**src/rtl/core_pkg.sv**
```systemverilog
// Shared types for the instruction prefetch unit: FSM states, alignment mask
// and the FIFO entry that pairs an instruction word with its PC.
package core_pkg;

  typedef enum logic {
    IDLE  = 1'b0,
    FETCH = 1'b1
  } prefetch_state_e;

  localparam logic [31:0] INSTR_ALIGN_MASK = 32'hFFFF_FFFC;

  typedef struct packed {
    logic [31:0] instr;
    logic [31:0] pc;
  } fetch_entry_t;

endpackage

```
**src/rtl/fetch_fifo.sv**
```systemverilog
// Small circular FIFO of fetch_entry_t with synchronous flush. A pop frees a
// slot in the same cycle, so push+pop while full is accepted.
module fetch_fifo
  import core_pkg::*;
#(
  parameter  int DEPTH = 4,
  localparam int AW    = $clog2(DEPTH),
  localparam int CW    = AW + 1
) (
  input  logic          clk_i,
  input  logic          rst_ni,
  input  logic          flush_i,
  input  logic          push_i,
  input  fetch_entry_t  data_i,
  input  logic          pop_i,
  output fetch_entry_t  data_o,
  output logic [CW-1:0] count_o,
  output logic          full_o,
  output logic          empty_o
);

  fetch_entry_t  mem_q [DEPTH];
  logic [AW-1:0] wr_ptr_q, wr_ptr_d, rd_ptr_q, rd_ptr_d;
  logic [CW-1:0] count_q, count_d;
  logic          do_push, do_pop;

  assign empty_o = (count_q == '0);
  assign full_o  = (count_q == CW'(DEPTH));
  assign count_o = count_q;
  assign data_o  = mem_q[rd_ptr_q];

  always_comb begin
    do_pop   = pop_i && !empty_o;
    do_push  = push_i && (!full_o || do_pop);
    wr_ptr_d = wr_ptr_q;
    rd_ptr_d = rd_ptr_q;
    count_d  = count_q;
    if (flush_i) begin
      wr_ptr_d = '0;
      rd_ptr_d = '0;
      count_d  = '0;
    end else begin
      if (do_push) wr_ptr_d = wr_ptr_q + AW'(1);
      if (do_pop)  rd_ptr_d = rd_ptr_q + AW'(1);
      count_d = count_q + CW'(do_push) - CW'(do_pop);
    end
  end

  always_ff @(posedge clk_i or negedge rst_ni) begin
    if (!rst_ni) begin
      wr_ptr_q <= '0;
      rd_ptr_q <= '0;
      count_q  <= '0;
      for (int i = 0; i < DEPTH; i++) mem_q[i] <= '0;
    end else begin
      wr_ptr_q <= wr_ptr_d;
      rd_ptr_q <= rd_ptr_d;
      count_q  <= count_d;
      if (do_push && !flush_i) mem_q[wr_ptr_q] <= data_i;
    end
  end

endmodule

```
**src/rtl/instr_prefetch.sv**
```systemverilog
// Instruction prefetch: sequential word fetches with bounded outstanding
// requests, PC-tagged FIFO, branch flush. Optional INSTR_PREFETCH_BYPASS_EN.
module instr_prefetch
  import core_pkg::*;
#(
  parameter int DEPTH           = 4,
  parameter int MAX_OUTSTANDING = 2
) (
  input  logic        clk_i,
  input  logic        rst_ni,
  input  logic        fetch_enable_i,
  input  logic [31:0] boot_addr_i,
  input  logic        branch_i,
  input  logic [31:0] branch_addr_i,
  output logic        instr_req_o,
  input  logic        instr_gnt_i,
  output logic [31:0] instr_addr_o,
  input  logic        instr_rvalid_i,
  input  logic [31:0] instr_rdata_i,
  output logic        valid_o,
  input  logic        ready_i,
  output logic [31:0] rdata_o,
  output logic [31:0] pc_o,
  output logic        busy_o
);

  localparam int CW = $clog2(DEPTH) + 1;

  prefetch_state_e state_q, state_d;
  logic [31:0]     fetch_addr_q, fetch_addr_d, ret_pc_q, ret_pc_d;
  logic [31:0]     redir_addr_q, redir_addr_d;
  logic            req_q, req_d, redir_q, redir_d;
  logic [CW-1:0]   out_q, out_d, disc_q, disc_d, fifo_cnt, cnt_nxt;
  logic            br, gnt_fire, rsp_ok, rsp_keep, push, pop;
  logic            fifo_full, fifo_empty;
  fetch_entry_t    push_entry, head;

  fetch_fifo #(.DEPTH(DEPTH)) u_fifo (
    .clk_i   (clk_i),
    .rst_ni  (rst_ni),
    .flush_i (br),
    .push_i  (push),
    .data_i  (push_entry),
    .pop_i   (pop),
    .data_o  (head),
    .count_o (fifo_cnt),
    .full_o  (fifo_full),
    .empty_o (fifo_empty)
  );

  assign instr_req_o  = req_q;
  assign instr_addr_o = fetch_addr_q;
  assign busy_o       = req_q || (out_q != '0);

  always_comb begin
    br               = branch_i && (state_q == FETCH);
    gnt_fire         = req_q && instr_gnt_i;
    // Responses with nothing outstanding (e.g. from before a reset) are dropped.
    rsp_ok           = instr_rvalid_i && (out_q != '0);
    rsp_keep         = rsp_ok && (disc_q == '0) && !br;
    push_entry.instr = instr_rdata_i;
    push_entry.pc    = ret_pc_q;
    pop              = !fifo_empty && ready_i && !br;
    valid_o          = !fifo_empty;
    rdata_o          = head.instr;
    pc_o             = head.pc;
`ifdef INSTR_PREFETCH_BYPASS_EN
    push             = rsp_keep && !(fifo_empty && ready_i);
    if (rsp_keep && fifo_empty) begin
      valid_o = 1'b1;
      rdata_o = instr_rdata_i;
      pc_o    = ret_pc_q;
    end
`else
    push             = rsp_keep;
`endif
    out_d   = out_q + CW'(gnt_fire) - CW'(rsp_ok);
    cnt_nxt = br ? '0 : fifo_cnt + CW'(push) - CW'(pop);

    state_d      = state_q;
    fetch_addr_d = fetch_addr_q;
    ret_pc_d     = ret_pc_q;
    redir_d      = redir_q;
    redir_addr_d = redir_addr_q;
    disc_d       = disc_q;
    req_d        = 1'b0;

    if (rsp_ok && (disc_q != '0)) disc_d = disc_q - CW'(1);
    if (rsp_keep) ret_pc_d = ret_pc_q + 32'd4;
    if (gnt_fire) begin
      fetch_addr_d = redir_q ? redir_addr_q : fetch_addr_q + 32'd4;
      redir_d      = 1'b0;
    end

    // Everything granted but not yet returned, including this cycle's grant or
    // a still-pending request, must be thrown away after a redirect.
    if (br) begin
      disc_d   = out_q - CW'(rsp_ok) + CW'(req_q);
      ret_pc_d = branch_addr_i & INSTR_ALIGN_MASK;
      if (req_q && !instr_gnt_i) begin
        redir_d      = 1'b1;
        redir_addr_d = branch_addr_i & INSTR_ALIGN_MASK;
      end else begin
        redir_d      = 1'b0;
        fetch_addr_d = branch_addr_i & INSTR_ALIGN_MASK;
      end
    end

    case (state_q)
      IDLE: if (fetch_enable_i) begin
        state_d      = FETCH;
        fetch_addr_d = boot_addr_i & INSTR_ALIGN_MASK;
        ret_pc_d     = boot_addr_i & INSTR_ALIGN_MASK;
        req_d        = 1'b1;
      end
      FETCH: begin
        if (req_q && !instr_gnt_i) req_d = 1'b1;
        else req_d = (({1'b0, out_d} + {1'b0, cnt_nxt}) < (CW+1)'(DEPTH)) &&
                     (out_d < CW'(MAX_OUTSTANDING));
      end
      default: state_d = IDLE;
    endcase
  end

  always_ff @(posedge clk_i or negedge rst_ni) begin
    if (!rst_ni) begin
      state_q      <= IDLE;
      fetch_addr_q <= '0;
      ret_pc_q     <= '0;
      redir_addr_q <= '0;
      redir_q      <= 1'b0;
      req_q        <= 1'b0;
      out_q        <= '0;
      disc_q       <= '0;
    end else begin
      state_q      <= state_d;
      fetch_addr_q <= fetch_addr_d;
      ret_pc_q     <= ret_pc_d;
      redir_addr_q <= redir_addr_d;
      redir_q      <= redir_d;
      req_q        <= req_d;
      out_q        <= out_d;
      disc_q       <= disc_d;
    end
  end

  // Leftover responses before fetching starts are tolerated; once fetching,
  // an unsolicited response is a memory-side protocol error.
  always @(posedge clk_i) begin
    if (rst_ni && state_q == FETCH) begin
      assert (!(instr_rvalid_i && out_q == '0))
        else $error("instr_prefetch: rvalid with no outstanding request");
      assert (!(push && fifo_full && !pop))
        else $error("instr_prefetch: push into full FIFO");
    end
  end

endmodule
```
**config.mk**
```make
export PLATFORM = sky130hd
export DESIGN_NAME = instr_prefetch
export DESIGN_NICKNAME = d
export VERILOG_FILES = /design/src/rtl/core_pkg.sv /design/src/rtl/fetch_fifo.sv /design/src/rtl/instr_prefetch.sv
export SDC_FILE = /design/constraint.sdc
export NUM_CORES = 1
export LEC_CHECK = 0
export BUFFER_PORTS_ARGS = -buffer_cell sky130_fd_sc_hd__buf_2
export CORE_UTILIZATION = 40
export CTS_BUF_LIST = sky130_fd_sc_hd__clkbuf_4 sky130_fd_sc_hd__clkbuf_8
export DETAILED_ROUTE_END_ITERATION = 12
export SLEW_MARGIN = 30
export SYNTH_ARGS = -nofsm -noshare
export SYNTH_HDL_FRONTEND = slang
export SYNTH_SLANG_ARGS = --single-unit
```
**constraint.sdc**
```tcl
create_clock -name clk_i -period 3.8 [get_ports clk_i]
set_clock_uncertainty 0.15 [all_clocks]
set_input_delay 0 -clock clk_i [delete_from_list [all_inputs] [get_ports clk_i]]
set_output_delay 0 -clock clk_i [all_outputs]
set_load 0.01 [all_outputs]
```
==> flow_summary.toml, run 1 <==
[clock_network]
cts.sinks = 366
cts_resized = 0
h-tree-depth = 3
cts_setup_buffers = 0
cts_buffers = 67
clkSlewWorstSetupHoldPaths_ns = 0.06
root_buffer = "clkbuf_8"
cts_tree = "yes"
clock_latency_ns = 0.61
cts.path.max_buffers = 3
cts_hold_buf = 143

[die]
die_h_um = 212
rows = 76
initial_core_util = 0.408
die_area_um2 = 44900
die_w_um = 212
core_um2 = 43300
ios = 202

[detailed_routing]
drt_iter0_markers = 735
num_vias = 12600
wire_per_inst_um = 19.9
routed_wl_um = 46600
first_pass_iters = 5
drc = 0
antenna_left = 0
viasPerCell = 5.36

[timing]
finalHoldViolations = 0
drv_slew = 0
finalSetupTns_ns = 0
setup_viol = 0
slew_headroom = 0.360
rsz0062_at_grt = "false"
fmax_ghz = 0.293
timing.final.crit_period_ns = 3.42
min_period_over_period = 0.899
max_slew.worst_pin.slew_ns = 0.960
final.setup.worst_slack_ns = 0.384

[global_routing]
grt_usage = 0.213
grt_antenna_before_repair = 0
grt_pass1_wl_um = 74100
grt.overflow.total = 0
grt_max_degree = 102
first_global_vias = 13300

[critical_path]
crit_arrival_ns = 3.76
startpoint = "state_q"
required_ns = 4.14
startpoint_type = "flip-flop"
crit_fanout = 27
r2r_start = "state_q"
path_class = "flip-flop to flip-flop"
cp-end-kind = "flip-flop"

[power_and_ir_drop]
power_frac_comb = 0.320
finalPower_mw = 13.8
switching_power_mw = 4.39
switching_share = 0.319
irDropWorstVdd_mv = 0.328
p_clk_frac = 0.270
pwr-share-seq = 0.410
power_density_nw_per_um2 = 623
p_leak_nw = 10.1
p_int_mw = 9.36

[synth]
syn-instance-count = 1368
synth_top_cell_area_share = 0.519
synth_top_flop_cell = "dfrtp_1"
synth_cell_type_count = 61
synth_edf_count = 0
synth_async_sr_flop_share = 1.00
synth.area.top_cells = "dfrtp_1, mux2_2, mux4_2"
syn_area_per_cell_um2 = 12.9
synth-seq-cells = 366
yosysTopAreaCell = "dfrtp_1"
synth_warnings = 0
syn_area_um2 = 17600
synth_seq_area_share = 0.519
syn_nets = 1493

[status]
outcome = "finished, final reports clean"

[worst_hold_path]
min-delay-start = "boot_addr_i[15]"
min_path_type = "input pin to flip-flop"

[final_layout]
fin_nets = 1842
n_antenna_cell = 0
stdcell_count = 2342
layout-drive-gt1-share = 0.397
final_area_um2 = 22100
area_delta_synth_final_pct = 25.3

[place]
place_area_um2 = 19300
routabilityCongestion = 0.850
dpl.cell_count = 2090
dp_slack_ns = 0.459
port_buffers = 197
dp_hpwl_um = 29600

[job]
drv_cap = 0
==> logic make-up (layout without fill, tap and decap cells) <==
family                     after synthesis  count (layout)  share of synthesized area
buffers and inverters                  115             504                     0.0280
and+or+nand+nor                        279             279                     0.0803
AOI/OAI and AO/OA                      197             197                     0.0724
adders and majority gates               22              22                     0.0173
muxes                                  346             346                      0.261
DFF                                    366             366                      0.519
xor gates and xnor gates                43              43                     0.0214
==> area by class of cell <==
| class | instances | area (um2) |
|---|---|---|
| fillers | 3798 | 21200 |
| flip-flops and latches | 366 | 9160 |
| multi-input cells | 887 | 8020 |
| repair buffers | 372 | 2780 |
| clock buffers | 100 | 1240 |
| well taps | 585 | 732 |
| inverters | 23 | 86.3 |
| clock inverters | 9 | 61.3 |
==> cells in the mapped netlist, drive strengths merged (5+ instances only) <==
master / n
nor4: 15
xor2: 19
nand2b: 7
buf: 46
a21oi: 28
o31ai: 7
nor3: 13
o211ai: 23
nand2: 98
nand4: 13
dfrtp: 366
mux2: 273
a22oi: 20
o221ai: 5
o21ai: 67
and2: 9
a221oi: 7
o22ai: 7
ha: 18
and3: 17
nand3: 33
mux2i: 9
xnor2: 24
nor2: 46
clkbuf: 46
nor2b: 6
inv: 23
mux4: 64
nand3b: 10
a31oi: 9
==> state kept, by name (all words and copies together) (netlist names) <==
| name | count |
|---|---|
| u_fifo.wr_ptr_q | 2 |
| u_fifo.count_o | 3 |
| state_q | 1 |
| redir_addr_q | 30 |
| disc_q | 3 |
| instr_req_o | 1 |
| instr_addr_o | 32 |
| out_q | 3 |
| u_fifo.mem_q | 256 |
| redir_q | 1 |
| u_fifo.rd_ptr_q | 2 |
| ret_pc_q | 32 |
==> cell usage in the layout, fill, tap and decap left out, types with 28 or more instances in the layout <==
cell / count
buf_2: 196
mux2_2: 273
dfrtp_1: 364
a21oi_1: 28
nor2_1: 45
o21ai_0: 67
dlygate4sd3_1: 142
nand3_1: 31
clkbuf_8: 79
mux4_2: 64
nand2_1: 94
==> power by group through the flow <==
stage	clock network (mW)	logic (mW)	registers, mW
6_report	3.71	4.40	5.64
5_1_grt	4.02	4.82	5.77
4_1_cts	3.84	4.47	5.63
3_5_place_dp	0	4.27	5.69
3_3_place_gp	0	4.18	5.63
2_1_floorplan	0	2.91	5.44
==> path summary, 6_finish.rpt <==
check | to | slack, ns | cells after the start
min in group asynchronous | u_fifo.wr_ptr_q[1] | 0.45 | 4
min | instr_addr_o[15] | 0.05 | 4
max reg2reg | instr_addr_o[18] | 0.38 | 8
min reg2reg | u_fifo.mem_q[25] | 0.32 | 2
max | instr_addr_o[18] | 0.38 | 8
max in group asynchronous | u_fifo.mem_q[145] | 2.56 | 4
==> layer usage <==
layer / global-route usage / routed length [um] / up-vias
met5: 0 / 0 / -
met4: 0.0667 / 1050 / 0
met3: 0.0521 / 2920 / 75
met2: 0.340 / 22000 / 331
met1: 0.285 / 20700 / 6415
li1: - / - / 5743
==> critical path: stages (launching register included) <==
cell	delay [ns]
dfrtp_1	0.47
and2_2	0.21
buf_4	0.28
buf_4	0.41
nand2_1	0.34
nand2_1	0.44
nor4_1	0.14
a221o_1	0.29
dlygate4sd3_1	0.56
==> through the flow <==
step / util / hold WS [ns]
2_1_floorplan: - / -0.446
3_3_place_gp: 0.447 / -0.0658
3_5_place_dp: 0.447 / -0.0627
4_1_cts: 0.510 / 0.00189
5_1_grt: 0.510 / 0.0363
6_report: 0.510 / 0.0506
Power figures use the tool's default switching activity.
==> run 2: changes to the inputs <==
--- a/config.mk
+++ b/config.mk
@@ -6,9 +6,12 @@
 export NUM_CORES = 1
 export LEC_CHECK = 0
 export BUFFER_PORTS_ARGS = -buffer_cell sky130_fd_sc_hd__buf_2
-export CORE_UTILIZATION = 40
+export CORE_UTILIZATION = 60
 export CTS_BUF_LIST = sky130_fd_sc_hd__clkbuf_4 sky130_fd_sc_hd__clkbuf_8
 export DETAILED_ROUTE_END_ITERATION = 12
+export GPL_ROUTABILITY_DRIVEN = 0
+export PLACE_DENSITY = 0.82
+export REMOVE_ABC_BUFFERS = 1
 export SLEW_MARGIN = 30
 export SYNTH_ARGS = -nofsm -noshare
 export SYNTH_HDL_FRONTEND = slang
==> flow_summary.toml, run 2 (synthesis gave the netlist of run 1 again) <==
[status]
outcome = "finished, final reports clean"

[clock_network]
cts.sinks = 366
clock_latency_ns = 0.60
h-tree-depth = 2
cts_setup_buffers = 0
cts.path.max_buffers = 3
cts_tree = "yes"
root_buffer = "clkbuf_8"
cts_buffers = 58
clkSlewWorstSetupHoldPaths_ns = 0.06
cts_resized = 0

[die]
initial_core_util = 0.613
die_h_um = 173
die_area_um2 = 30100
core_um2 = 28800
ios = 202
rows = 62
die_w_um = 173

[critical_path]
cp-end-kind = "flip-flop"
r2r_end = "instr_addr_o[20]"
rrSetupSlack_ns = 0.45
required_ns = 4.18
max_stage_delay_ns = 0.69
r2r_start = "instr_addr_o[3]"
crit_top_cell = "nand4_1"
path_class = "flip-flop to flip-flop"
crit_arrival_ns = 3.74
startpoint_type = "flip-flop"
path_cells = "ha_1, nand4_1, buf_4, nor4_1, nand4_1, a221oi_1, a221o_1, dlygate4sd3_1"
crit_fanout = 7
r2r_cells = 8
slowest_stage = "nor4_1"
crit_family = "simple AND/OR/NAND/NOR gates"
crit_buf_inv = 2

[detailed_routing]
num_vias = 13000
wire_per_inst_um = 20.8
drc = 0
antenna_left = 0
first_pass_iters = 7
routed_wl_um = 44100
viasPerCell = 6.13
drt_iter0_markers = 1088

[power_and_ir_drop]
finalPower_mw = 13.3
irDropWorstVdd_mv = 0.418
p_int_mw = 9.09
power_frac_comb = 0.321
switching_power_mw = 4.26
switching_share = 0.319
p_leak_nw = 10.0
power_density_nw_per_um2 = 618
p_clk_frac = 0.248
pwr-share-seq = 0.430

[worst_hold_path]
hold_depth = 4
min_path_type = "input pin to flip-flop"
hold_path_end = "state_q"
min-delay-start = "fetch_enable_i"

[timing]
drv_slew = 0
finalSetupTns_ns = 0
rsz0062_at_grt = "false"
fmax_ghz = 0.298
min_period_over_period = 0.883
finalHoldViolations = 0
slew_headroom = 0.428
timing.final.crit_period_ns = 3.35
setup_viol = 0
final.setup.worst_slack_ns = 0.445
whs_ns = 0.0318
max_slew.worst_pin.slew_ns = 0.857

[final_layout]
area_delta_synth_final_pct = 22.4
top_register = "u_fifo.mem_q"
n_antenna_cell = 0
largest_register_ffs = 256
stdcell_count = 2117
mostFrequentLayoutCells = "dfrtp_1, mux2_2, buf_2"
layout-drive-gt1-share = 0.392
fin_nets = 1823
final_area_um2 = 21600
final_common_cell = "dfrtp_1"
post-route-util = 0.750

[place]
dpl.cell_count = 1884
dp_hpwl_um = 26200
port_buffers = 197
dp_slack_ns = 0.523
place_area_um2 = 19000

[global_routing]
grt_antenna_before_repair = 1
grt_max_degree = 96
grt_usage = 0.300
first_global_vias = 13700
grt.overflow.total = 0
grt_pass1_wl_um = 71500

[job]
drv_cap = 0
run 2: worst max-delay path by stage:
stage                         start                to  slack, ns  cells past startpoint
global route               out_q[1]       instr_req_o       0.24                     12
floorplan               instr_req_o       instr_req_o      -0.18                     12
finish              instr_addr_o[3]  instr_addr_o[20]       0.45                      8
detailed placement         out_q[1]       instr_req_o       0.52                     12
global placement           out_q[1]       instr_req_o       0.63                     12
CTS                        out_q[1]       instr_req_o       0.52                     12
run 2: repair_timing:
| action | in CTS | in global routing |
|---|---|---|
| endpoints found under the setup margin | 0 | 0 |
| hold buffers | 136 | 0 |
| hold endpoints to repair | 601 | 0 |
run 2: tightest hold or removal path, delay by kind of cell:
| family | cells | cell delay (ns) |
|---|---|---|
| buffers and inverters | 3 | 0.69 |
| and+or+nand+nor | 1 | 0.06 |
run 2: area by class of cell:
| class | count | area (um2) |
|---|---|---|
| flip-flops and latches | 366 | 9160 |
| multi-input cells | 887 | 8020 |
| fillers | 1798 | 7200 |
| repair buffers | 362 | 2700 |
| clock buffers | 92 | 1110 |
| well taps | 384 | 480 |
| inverters | 23 | 86.3 |
| clock inverters | 3 | 17.5 |
run 2: layer usage:
layer / GRT usage / vias to the layer above / routed length, um
met3: 0.0596 / 137 / 3230
met1: 0.395 / 6499 / 18000
met4: 0.117 / 2 / 1470
li1: - / 5709 / -
met2: 0.491 / 631 / 21400
met5: 0 / - / 42
run 2: power by group through the flow:
stage | registers [mW] | clock network (mW) | logic [mW]
floorplan | 5.63 | 0 | 2.69
global placement | 5.68 | 0 | 3.92
detailed placement | 5.77 | 0 | 4.06
CTS | 5.71 | 3.35 | 4.26
global route | 5.87 | 3.54 | 4.64
finish | 5.74 | 3.32 | 4.29
==> run 3: changes to the inputs <==
--- a/config.mk
+++ b/config.mk
@@ -10,7 +10,7 @@
 export CTS_BUF_LIST = sky130_fd_sc_hd__clkbuf_4 sky130_fd_sc_hd__clkbuf_8
 export DETAILED_ROUTE_END_ITERATION = 12
 export GPL_ROUTABILITY_DRIVEN = 0
-export PLACE_DENSITY = 0.82
+export PLACE_DENSITY_LB_ADDON = 0.12
 export REMOVE_ABC_BUFFERS = 1
 export SLEW_MARGIN = 30
 export SYNTH_ARGS = -nofsm -noshare
==> flow_summary.toml, run 3 (synthesis gave the netlist of run 1 again) <==
[global_routing]
grt.overflow.total = 0
grt_antenna_before_repair = 1
first_global_vias = 13300
grt_pass1_wl_um = 69600
grt_usage = 0.290
grt_max_degree = 113

[detailed_routing]
viasPerCell = 5.97
drt_iter0_markers = 849
antenna_left = 0
routed_wl_um = 42700
wire_per_inst_um = 20.1
drc = 0
num_vias = 12700
first_pass_iters = 7

[critical_path]
slowest_stage = "dfrtp_1"
path_class = "flip-flop to flip-flop"
rrSetupSlack_ns = 0.47
crit_arrival_ns = 3.68
path_cells = "o31ai_4, inv_1, ha_1, inv_1, ha_1, inv_1, fa_1, xnor2_1, ha_1, nor4_1, nand3b_1, a31oi_1"
max_stage_delay_ns = 0.49
required_ns = 4.15
r2r_cells = 12
startpoint_type = "flip-flop"
cp-end-kind = "flip-flop"
crit_fanout = 5

[final_layout]
fillers = 1871
mostFrequentLayoutCells = "dfrtp_1, mux2_2, buf_2"
multi_input_area_um2 = 8000
largest_register_ffs = 256
n_antenna_cell = 0
fin_nets = 1819
final_common_cell = "dfrtp_1"
stdcell_count = 2125
ff_latch_area_um2 = 9160
layout-drive-gt1-share = 0.400
area_delta_synth_final_pct = 22.8
top_register = "u_fifo.mem_q"

[place]
port_buffers = 197
dp_slack_ns = 0.481
dpl.cell_count = 1888
dp_hpwl_um = 25800

[die]
ios = 202
rows = 62
initial_core_util = 0.613
die_area_um2 = 30100
die_w_um = 173
die_h_um = 173
core_um2 = 28800

[clock_network]
clock_latency_ns = 0.59
root_buffer = "clkbuf_8"
cts_resized = 0
cts.path.max_buffers = 3
clkSlewWorstSetupHoldPaths_ns = 0.06
cts_buffers = 60
h-tree-depth = 2
cts.sinks = 366
cts_tree = "yes"

[timing]
max_slew.worst_pin.slew_ns = 0.983
drv_slew = 0
final.setup.worst_slack_ns = 0.468
slew_headroom = 0.345
rsz0062_at_grt = "false"
min_period_over_period = 0.877
timing.final.crit_period_ns = 3.33
finalHoldViolations = 0
fmax_ghz = 0.300
setup_viol = 0

[power_and_ir_drop]
irDropWorstVdd_mv = 0.397
finalPower_mw = 13.7
p_leak_nw = 10.0
power_density_nw_per_um2 = 631

[worst_hold_path]
hold_depth = 4
min_path_type = "input pin to flip-flop"

[job]
drv_cap = 0

[status]
outcome = "finished, final reports clean"
run 3: cell types whose count changed in the layout (fill, tap and decap cells not counted):
cell / previous run / this run
buf_4: 19 / 23
clkbuf_8: 67 / 81
buf_6: 2 / 3
clkbuf_4: 25 / 23
dlygate4sd3_1: 135 / 128
bufinv_16: 0 / 1
and2_2: 0 / 1
inv_6: 0 / 1
nand2_2: 0 / 4
buf_12: 8 / 5
buf_16: 1 / 0
and2_1: 9 / 8
nand2_4: 4 / 0
run 3: path summary, 6_finish.rpt:
kind / startpoint / end
max in group asynchronous: rst_ni / u_fifo.mem_q[173]
max: out_q[1] / instr_req_o
min in group asynchronous: rst_ni / u_fifo.mem_q[182]
min reg2reg: u_fifo.mem_q[88] / u_fifo.mem_q[88]
max reg2reg: out_q[1] / instr_req_o
min: fetch_enable_i / state_q
run 3: power breakdown:
part           switching [mW]  leakage, nW  internal [mW]
clock                    1.54        0.715           2.18
sequential              0.791         4.79           4.90
combinational            1.90         4.53           2.34
run 3: repair_timing:
item | 4_1_cts | 5_1_grt
hold buffers | 128 | 0
endpoints found under the hold margin | 456 | 0
setup buffers | 0 | 0
run 3: area by class of cell:
cell class / count / area share
inverters: 23 / 0.00399
flip-flops and latches: 366 / 0.423
clock buffers: 104 / 0.0594
clock inverters: 5 / 0.00260
repair buffers: 356 / 0.119
multi-input cells: 887 / 0.369
well taps: 384 / 0.0222
run 3: layer usage:
layer	share of wire	GRT usage	up-vias
li1	-	-	5700
met1	0.43	0.399	6481
met2	0.49	0.473	443
met3	0.061	0.0524	69
met4	0.019	0.0863	2
met5	0.00019	0	-
run 3: critical path, delay by kind of cell (launching register included):
kind                     cells  cell delay (ns)
AND/OR/NAND/NOR              2             0.39
buffers and inverters        3             0.27
XOR/XNOR                     1             0.25
AO/OA/AOI/OAI                2             0.60
adder cells (fa/ha/maj)      4             1.11
flip-flops                   1             0.49
run 3: stage by stage:
stage / util / TNS, ns / hold WS (ns) / area [um2]
after global placement: 0.661 / 0 / -0.00557 / 19000
after global routing: 0.753 / 0 / 0.0548 / 21700
after CTS: 0.752 / 0 / 0.0202 / 21600
after detailed placement: 0.661 / 0 / -0.00227 / 19000
final: 0.753 / 0 / 0.0583 / 21700
after floorplan: - / -0.184 / -0.446 / 17200
